===== src/rtl/frame_sequencer_if.sv =====
// Bundle between the frame sequencer and the datapath it controls.
//   lane_enable   : per-lane NPC draw request (sampled once per frame)
//   collide_yes   : collision flag from the datapath
//   pause         : (FRAME_SEQUENCER_PAUSE_EN only) freezes the WAIT phase
//   erase_enable / draw_player_enable / draw_enable / wait_enable : phase strobes
//   draw_lane     : lane being drawn, valid with draw_enable
//   frame_done    : one-cycle pulse on the first WAIT cycle after a normal frame
//   game_over     : high once a collision has been seen
// master drives the requests (datapath / bench), slave is the sequencer.
interface frame_sequencer_if #(
  parameter int NUM_LANES = 3
);
  localparam int LANE_W = (NUM_LANES > 1) ? $clog2(NUM_LANES) : 1;

  logic [NUM_LANES-1:0] lane_enable;
  logic                 collide_yes;
`ifdef FRAME_SEQUENCER_PAUSE_EN
  logic                 pause;
`endif
  logic                 erase_enable;
  logic                 draw_player_enable;
  logic                 draw_enable;
  logic [LANE_W-1:0]    draw_lane;
  logic                 wait_enable;
  logic                 frame_done;
  logic                 game_over;

  modport master (
`ifdef FRAME_SEQUENCER_PAUSE_EN
    output pause,
`endif
    output lane_enable, collide_yes,
    input  erase_enable, draw_player_enable, draw_enable, draw_lane,
    input  wait_enable, frame_done, game_over
  );

  modport slave (
`ifdef FRAME_SEQUENCER_PAUSE_EN
    input  pause,
`endif
    input  lane_enable, collide_yes,
    output erase_enable, draw_player_enable, draw_enable, draw_lane,
    output wait_enable, frame_done, game_over
  );
endinterface


===== src/rtl/frame_sequencer.sv =====
// Frame sequencer: WAIT -> ERASE -> DRAWPLAYER -> DRAW (one phase per pending
// lane, ascending) -> WAIT, with GAMEOVER on a collision seen at the end of a
// draw phase. One shared phase counter times every phase.
// Ports:
//   clk    : clock, all state changes on the rising edge
//   resetn : synchronous active-low reset
//   bus    : frame_sequencer_if.slave (requests in, phase strobes out)
// Optional feature: define FRAME_SEQUENCER_PAUSE_EN to add bus.pause, which
// holds the counter while in WAIT.
module frame_sequencer #(
  parameter int NUM_LANES     = 3,
  parameter int CTR_W         = 20,
  parameter int DRAW_CYCLES   = 630,
  parameter int PLAYER_CYCLES = 630,
  parameter int ERASE_CYCLES  = 19200,
  parameter int WAIT_CYCLES   = 812242
) (
  input logic               clk,
  input logic               resetn,
  frame_sequencer_if.slave  bus
);
  localparam int LANE_W = (NUM_LANES > 1) ? $clog2(NUM_LANES) : 1;

  localparam logic [CTR_W-1:0] DRAW_LAST   = CTR_W'(DRAW_CYCLES - 1);
  localparam logic [CTR_W-1:0] PLAYER_LAST = CTR_W'(PLAYER_CYCLES - 1);
  localparam logic [CTR_W-1:0] ERASE_LAST  = CTR_W'(ERASE_CYCLES - 1);
  localparam logic [CTR_W-1:0] WAIT_LAST   = CTR_W'(WAIT_CYCLES - 1);

  typedef enum logic [2:0] {
    S_WAIT, S_ERASE, S_DRAWPLAYER, S_DRAW, S_GAMEOVER
  } state_e;

  state_e               state_q, state_d;
  logic [CTR_W-1:0]     cnt_q, cnt_d;
  logic [NUM_LANES-1:0] pend_q, pend_d;
  logic [LANE_W-1:0]    lane_q, lane_d;
  logic                 fd_q, fd_d;

  logic [CTR_W-1:0]     last_cnt;
  logic                 is_last;
  logic [NUM_LANES-1:0] rem;

  function automatic logic [LANE_W-1:0] lowest_set(input logic [NUM_LANES-1:0] m);
    lowest_set = '0;
    for (int i = NUM_LANES - 1; i >= 0; i--)
      if (m[i]) lowest_set = LANE_W'(i);
  endfunction

  always_comb begin
    last_cnt = '0;
    case (state_q)
      S_WAIT:       last_cnt = WAIT_LAST;
      S_ERASE:      last_cnt = ERASE_LAST;
      S_DRAWPLAYER: last_cnt = PLAYER_LAST;
      S_DRAW:       last_cnt = DRAW_LAST;
      default:      last_cnt = '0;
    endcase
    is_last = (cnt_q == last_cnt);
  end

  always_comb begin
    state_d = state_q;
    cnt_d   = cnt_q + 1'b1;
    pend_d  = pend_q;
    lane_d  = lane_q;
    fd_d    = 1'b0;
    // pending set with the lane currently being drawn retired
    rem          = pend_q;
    rem[lane_q]  = 1'b0;
    case (state_q)
      S_WAIT: begin
`ifdef FRAME_SEQUENCER_PAUSE_EN
        if (bus.pause) cnt_d = cnt_q;
        else
`endif
        if (is_last) begin
          pend_d  = bus.lane_enable;  // the only point lane_enable is looked at
          state_d = S_ERASE;
          cnt_d   = '0;
        end
      end
      S_ERASE: begin
        if (is_last) begin
          state_d = S_DRAWPLAYER;
          cnt_d   = '0;
        end
      end
      S_DRAWPLAYER: begin
        if (is_last) begin
          cnt_d = '0;
          if (bus.collide_yes) begin
            state_d = S_GAMEOVER;
          end else if (pend_q == '0) begin
            state_d = S_WAIT;
            fd_d    = 1'b1;
          end else begin
            state_d = S_DRAW;
            lane_d  = lowest_set(pend_q);
          end
        end
      end
      S_DRAW: begin
        if (is_last) begin
          cnt_d  = '0;
          pend_d = rem;
          if (bus.collide_yes) begin
            state_d = S_GAMEOVER;
          end else if (rem == '0) begin
            state_d = S_WAIT;
            fd_d    = 1'b1;
          end else begin
            lane_d = lowest_set(rem);  // stay in DRAW on the next lane
          end
        end
      end
      default: begin  // GAMEOVER: absorbing, counter parked
        state_d = S_GAMEOVER;
        cnt_d   = '0;
      end
    endcase
  end

  always_ff @(posedge clk) begin
    if (!resetn) begin
      state_q <= S_WAIT;
      cnt_q   <= '0;
      pend_q  <= '0;
      lane_q  <= '0;
      fd_q    <= 1'b0;
    end else begin
      state_q <= state_d;
      cnt_q   <= cnt_d;
      pend_q  <= pend_d;
      lane_q  <= lane_d;
      fd_q    <= fd_d;
    end
  end

  assign bus.wait_enable        = (state_q == S_WAIT);
  assign bus.erase_enable       = (state_q == S_ERASE);
  assign bus.draw_player_enable = (state_q == S_DRAWPLAYER);
  assign bus.draw_enable        = (state_q == S_DRAW);
  assign bus.game_over          = (state_q == S_GAMEOVER);
  assign bus.draw_lane          = lane_q;
  assign bus.frame_done         = fd_q;
endmodule


===== src/flat_wrapper.sv =====
// flat-port wrapper written by rule: the top's interface ports become plain ports
module frame_sequencer_flat 
#(
  parameter int NUM_LANES     = 3,
  parameter int CTR_W         = 20,
  parameter int DRAW_CYCLES   = 630,
  parameter int PLAYER_CYCLES = 630,
  parameter int ERASE_CYCLES  = 19200,
  parameter int WAIT_CYCLES   = 812242
)
  (clk, resetn, bus_lane_enable, bus_collide_yes, bus_erase_enable, bus_draw_player_enable, bus_draw_enable, bus_draw_lane, bus_wait_enable, bus_frame_done, bus_game_over);
  frame_sequencer_if #(.NUM_LANES(NUM_LANES)) bus_i ();
  input logic clk;
  input logic resetn;
  input wire logic [$bits(bus_i.lane_enable)-1:0] bus_lane_enable;
  input wire logic [$bits(bus_i.collide_yes)-1:0] bus_collide_yes;
  output wire logic [$bits(bus_i.erase_enable)-1:0] bus_erase_enable;
  output wire logic [$bits(bus_i.draw_player_enable)-1:0] bus_draw_player_enable;
  output wire logic [$bits(bus_i.draw_enable)-1:0] bus_draw_enable;
  output wire logic [$bits(bus_i.draw_lane)-1:0] bus_draw_lane;
  output wire logic [$bits(bus_i.wait_enable)-1:0] bus_wait_enable;
  output wire logic [$bits(bus_i.frame_done)-1:0] bus_frame_done;
  output wire logic [$bits(bus_i.game_over)-1:0] bus_game_over;
  assign bus_i.lane_enable = bus_lane_enable;
  assign bus_i.collide_yes = bus_collide_yes;
  assign bus_erase_enable = bus_i.erase_enable;
  assign bus_draw_player_enable = bus_i.draw_player_enable;
  assign bus_draw_enable = bus_i.draw_enable;
  assign bus_draw_lane = bus_i.draw_lane;
  assign bus_wait_enable = bus_i.wait_enable;
  assign bus_frame_done = bus_i.frame_done;
  assign bus_game_over = bus_i.game_over;
  frame_sequencer #(.NUM_LANES(NUM_LANES), .CTR_W(CTR_W), .DRAW_CYCLES(DRAW_CYCLES), .PLAYER_CYCLES(PLAYER_CYCLES), .ERASE_CYCLES(ERASE_CYCLES), .WAIT_CYCLES(WAIT_CYCLES)) u_core (.clk(clk), .resetn(resetn), .bus(bus_i));
endmodule

===== config.mk =====
export PLATFORM = sky130hd
export DESIGN_NAME = frame_sequencer_flat
export DESIGN_NICKNAME = d
export VERILOG_FILES = /design/src/rtl/frame_sequencer_if.sv /design/src/rtl/frame_sequencer.sv /design/src/flat_wrapper.sv
export SDC_FILE = /design/constraint.sdc
export NUM_CORES = 1
export LEC_CHECK = 0
export CORE_MARGIN = 10
export CORE_UTILIZATION = 50
export DETAILED_ROUTE_END_ITERATION = 10
export DONT_BUFFER_PORTS = 1
export PLACE_DENSITY = 0.68
export SLEW_MARGIN = 20
export SYNTH_ARGS = -nofsm -noshare
export SYNTH_HDL_FRONTEND = slang
export SYNTH_SLANG_ARGS = --single-unit

===== constraint.sdc =====
create_clock -name clk -period 3.5 [get_ports clk]
set_input_delay 0.525 -clock clk [delete_from_list [all_inputs] [get_ports clk]]
set_output_delay 0.525 -clock clk [all_outputs]
set_load 0.02 [all_outputs]

# Word level (Yosys, flattened, before mapping)
# Cells that the tools add are included.
# word_totals
in_bits,6
output_inout_bits,8
ff_bits,29
# classes
n_bitwise,4
muxes,35
addsub,1
n_lt_le_gt_ge,2
eq_ne,14
n_reduce_logical,12
# op_table
operator,n
case mux 20 bit (3 select lines),1
2-to-1 mux 3 bit,9
2-to-1 mux 2 bit,13
adder 20 x 1 -> 20 bit (second input constant),1
== test 20 bit,1
case mux 3 bit (4 select lines),1
zero test 3 bit,3
inequality test 2 x 1 -> 1 bit (second input constant),4
inequality test 2 bit (second input constant),4
2-to-1 mux 1 bit,7
AND reduction 7 bit,1
== test 3 x 2 -> 1 bit (second input constant),2
case mux 3 bit (2 select lines),1
AND reduction 5 bit,1
case mux 2 bit (2 select lines),1
nonzero test 2 bit,2
OR reduction 4 bit,1
AND 3 bit,1
== test 3 x 1 -> 1 bit (second input constant),1
== test 3 bit (second input constant),1
less-than comparator 2 x 3 -> 1 bit (second input constant),1
inequality test 3 x 2 -> 1 bit (second input constant),1
NOT 3 bit,1
AND reduction 3 bit,1
other kinds (7),8

# Depth between registers and ports, before layout
# logic_depth
ltp_word,13
ltp_mapped,8
ltp_nobuf,6

# Worst setup path before layout
# No wires, ideal clock.
# synth_timing
path_kind,register to register
start,register u_core.state_q[1]
end,register u_core.cnt_q[13]
path_buffers,3
arrival_ps,1829
setup_time_ps,115
stages_incl_launch_ff,9
required_time_ps,3385
setup_slack_ps,1557
synth_period_minus_slack_ps,1943
cell_sequence,dfxtp_1 buf_2 nor3_4 mux2i_1 or3_1 buf_2 o21ai_4 buf_6 nor2_1
# synth_via
elab_cells_between_ends,10
classes_between,eq/ne (4); mux (1); bitwise (1); reduce/logical (4)
# synth_lines
element,line,source
"start, declared",frame_sequencer.sv:33,"state_e state_q, state_d;"
"start signal, assigned",frame_sequencer.sv:131,state_q <= state_d;
zero test 3 bit (*),n/a,
named net bus_wait_enable,flat_wrapper.sv:21,output wire logic [$bits(bus_i.wait_enable)-1:0] bus_wait_enable;
case mux 20 bit (3 select lines) / OR reduction 4 bit (equally long branches),n/a,
== test 20 bit / NOT 1 bit (equally long branches),n/a,
OR reduction 3 bit (no line) (*),n/a,
"end signal, assigned",frame_sequencer.sv:132,cnt_q <= cnt_d;
"end, declared",frame_sequencer.sv:34,"logic [CTR_W-1:0] cnt_q, cnt_d;"
# Mark *: on every way through the listed nets, which the timed path passes. The rest lies on a longest branch.
# A chain may end at the register's enable or synchronous reset.

# Worst setup path in the final report
# layout_timing
start,register u_core.state_q[0]
end,register u_core.cnt_q[8]
# layout_via
elab_cells_between_ends,10
classes_between,eq/ne (4); mux (1); bitwise (1); reduce/logical (4)
# layout_lines
element,line,source
== test 3 x 1 -> 1 bit (*),n/a,
named net bus_erase_enable,flat_wrapper.sv:17,output wire logic [$bits(bus_i.erase_enable)-1:0] bus_erase_enable;
case mux 20 bit (3 select lines) / OR reduction 4 bit (equally long branches),n/a,
== test 20 bit / NOT 1 bit (equally long branches),n/a,
OR reduction 3 bit (no line) (*),n/a,
# Marked as above.

==> flow_summary.toml <==
[run_status]
outcome = "finished clean"

[global_route]
global_route_met3_utilization_pct = 4.60
grt_antenna_before_repair = 0
via_count_of_the_first_global_routing_pass = 1184
largest_net_degree_at_the_start_of_global_routing = 19
grt_usage_pct = 11.7
groute.layer.met1.usage_pct = 14.7
grt_overflow_total = 0
grt_pass1_wl_mm = 5.69
grt.met2_usage_pct = 17.6
gr-max-usage-layer = "met2"

[pwr]
worst_ir_drop_vdd_mv = 0.193
power_share_of_the_combinational_group_pct = 2.6
total_power_uw = 641
p_int_uw = 509
p_switching_uw = 132
cellPowerDensity_mw_per_mm2 = 377
clkPwrFrac_pct = 44.9
leakagePower_uw = 0.000612
power.switching_fraction_pct = 20.6
sequentialPowerShare_pct = 52.5

[logic_synthesis]
synthesis.area_mm2 = 0.00160
ys_dominant_reg_cell = "sky130_fd_sc_hd__dfxtp_1"
synth_enable_flop_cells = 0
synthCells = 192
postSynthNetCount = 199
seq_cells_post_synth = 29
synth-seq-area-share_pct = 36.2
syn_area_per_cell_um2 = 8.35
ys_warn_count = 0
synth_unique_cells = 44
asyncSetResetFlopFracSynth_pct = 0

[detailed_routing]
route.final.wire_length_mm = 3.32
post-route-drc-count = 0
drt-initial-drc-count = 106
wl_per_cell_um = 14.1
dr_total_vias = 1342
detail-route-antenna-nets = 0
via_per_inst = 5.69
firstDrtPassIters = 4

[setup_path]
crit_required_ps = 3700
family_with_the_most_delay_on_the_worst_path = "simple AND/OR/NAND/NOR gates"
setup.worst_path.end_class = "register"
setup.worst_path.start = "u_core.state_q[0]"
cp.depth = 5
worst_path_largest_cell_delay_ps = 580
crit_fanout = 18
critical_path.cell_chain = "nor3b_4, mux2i_1, or3_1, o21ai_4, nor2_1"
reg2reg_setup_slack_ps = 1150
cp.arrival_ps = 2550
crit_buf_inv = 0
start_kind = "register"
critical_path.endpoint = "u_core.cnt_q[8]"
r2r_cells = 5
r2r-end = "u_core.cnt_q[8]"
critical-path-slowest-cell = "sky130_fd_sc_hd__dfxtp_1"
worst_r2r_startpoint = "u_core.state_q[0]"
critPathKind = "register to register"

[die]
die_h_um = 76.6
die-width_um = 76.6
fp-row-count = 20
initial_utilization_pct = 52.5
io_pins = 14
design.die.area_mm2 = 0.00587
floorplan.core_area_mm2 = 0.00305

[clock_network]
htreeDepth = 2
postCtsSetupRepairBufs = 0
cts_hold_repair.buffers = 0
clock_path_buffers = 2
tritoncts = "yes"
cts_resized = 0
cts_root_buffer = "sky130_fd_sc_hd__clkbuf_4"
cts-buffers-inserted = 5
worst_setup_hold_path_clk_slew_ps = 80
cts.sink_count = 29
worst_skew_pair.late_latency_ps = 330

[sta]
skew_final_ps = 13.4
totalNegativeSetupSlack_ps = 0
final_min_period_over_clock_period_pct = 67.1
report.final.hold_viol_count = 0
finalMaxSlewViolations = 0
setup_violations = 0
worst_slew_pin_slew_ps = 860
final.hold.worst_slack_ps = 319
timing.final.crit_period_ps = 2350
fin_ws_ps = 1150
max_freq_mhz = 426
grt_setup_unrepaired = "no"
worst_slew_margin_rel_pct = 41.9

[place]
gpl.final_weighted_congestion = 0.840
detailedPlace.worstSlack_ps = 1130
buffers_added_on_ports = 0
dp_hpwl_mm = 2.45

[cells_and_area]
finish.utilization_pct = 55.7
fill_cells = 309
antennaDiodeCount = 0
mostFrequentLayoutCells = "31 x sky130_fd_sc_hd__nor2_1, 29 x sky130_fd_sc_hd__dfxtp_1, 15 x sky130_fd_sc_hd__nand2_1"
layout-area-overhead-vs-synth_pct = 6.17
nets = 198
layout.cells.most_common = "sky130_fd_sc_hd__nor2_1"
drive_above_1_share_pct = 6.77

[hold_path]
hold_class = "input pin to register"

[flow_run]
cap_violations = 0
-- how the worst min path moves through the flow --
stage	startpoint	to	slack [ps]	depth (start not counted)
floorplan	u_core.cnt_q[0]	u_core.cnt_q[0]	490	1
global placement	u_core.cnt_q[15]	u_core.cnt_q[15]	510	2
detailed placement	u_core.cnt_q[15]	u_core.cnt_q[15]	530	2
CTS	resetn	u_core.state_q[2]	300	1
global route	resetn	u_core.state_q[2]	290	1
finish	resetn	u_core.state_q[2]	320	1
-- per-stage QoR --
| stage | cells | area (um2) |
|---|---|---|
| floorplan | 192 | 1600 |
| global placement | 228 | 1620 |
| detailed placement | 228 | 1620 |
| CTS | 236 | 1700 |
| global route | 236 | 1700 |
| finish | 236 | 1700 |
-- sequential cells by signal, indices dropped and copies added, names as in the netlist --
register               flops
u_core.bus.draw_lane       2
u_core.cnt_q              20
u_core.pend_q              3
u_core.bus.frame_done      1
u_core.state_q             3
-- area by class of cell --
| class | count | area [um2] | share of cell area [%] |
|---|---|---|---|
| clock buffers | 7 | 55.1 | 3.24 |
| inverters | 4 | 15.0 | 0.882 |
| multi-input cells | 151 | 966 | 56.8 |
| flip-flops and latches | 29 | 581 | 34.1 |
| clock inverters | 1 | 30.0 | 1.76 |
| well taps | 44 | 55.1 | 3.24 |
-- per-layer routing --
layer / part of all wire (%) / up-vias
met3: 4.1 / 6
met5: 0 / -
met1: 48 / 642
met4: 1.4 / 0
li1: - / 681
met2: 47 / 13
-- cell usage after synthesis (2+ instances only) --
cell,instances,share of area [%]
sky130_fd_sc_hd__nand2b_1,3,1.2
sky130_fd_sc_hd__o21bai_1,2,0.94
sky130_fd_sc_hd__and4_1,2,1.1
sky130_fd_sc_hd__nor3_1,8,2.5
sky130_fd_sc_hd__a211oi_1,4,1.9
sky130_fd_sc_hd__inv_1,4,0.94
sky130_fd_sc_hd__nand2_1,15,3.5
sky130_fd_sc_hd__nand4_1,3,1.2
sky130_fd_sc_hd__nand3b_1,2,0.94
sky130_fd_sc_hd__clkbuf_1,4,0.94
sky130_fd_sc_hd__xnor2_1,5,2.7
sky130_fd_sc_hd__dfxtp_1,29,36
sky130_fd_sc_hd__nand3_1,7,2.2
sky130_fd_sc_hd__and3_1,7,2.7
sky130_fd_sc_hd__mux2i_1,7,4.4
sky130_fd_sc_hd__xor2_1,13,7.1
sky130_fd_sc_hd__o21ai_0,6,1.9
sky130_fd_sc_hd__or3_1,2,0.78
sky130_fd_sc_hd__and2_1,3,1.2
sky130_fd_sc_hd__o21a_1,2,0.94
sky130_fd_sc_hd__nor2_1,31,7.3
sky130_fd_sc_hd__buf_2,3,0.94
sky130_fd_sc_hd__a21oi_1,5,1.6
sky130_fd_sc_hd__nor4_1,5,2.0
-- power groups by stage --
stage / combinational [uW] / clock, uW / sequential (uW)
6_report: 16.4 / 288 / 337
5_1_grt: 18.3 / 316 / 338
4_1_cts: 16.7 / 295 / 337
3_5_place_dp: 16.6 / 0 / 344
3_3_place_gp: 15.8 / 0 / 344
2_1_floorplan: 15.4 / 0 / 343
-- cell families (layout without fill, tap and decap cells) --
logic type / count (synthesis) / after routing / share of synthesized area, %
AND/OR/NAND/NOR: 96 / 96 / 31.9
flip-flops: 29 / 29 / 36.2
adder cells (fa/ha/maj): 1 / 1 / 0.781
XOR/XNOR: 18 / 18 / 9.84
buffers and inverters: 12 / 12 / 3.51
multiplexers: 7 / 7 / 4.37
AO/OA/AOI/OAI: 29 / 29 / 13.4
No activity file was read; power rests on OpenSTA's default activity.
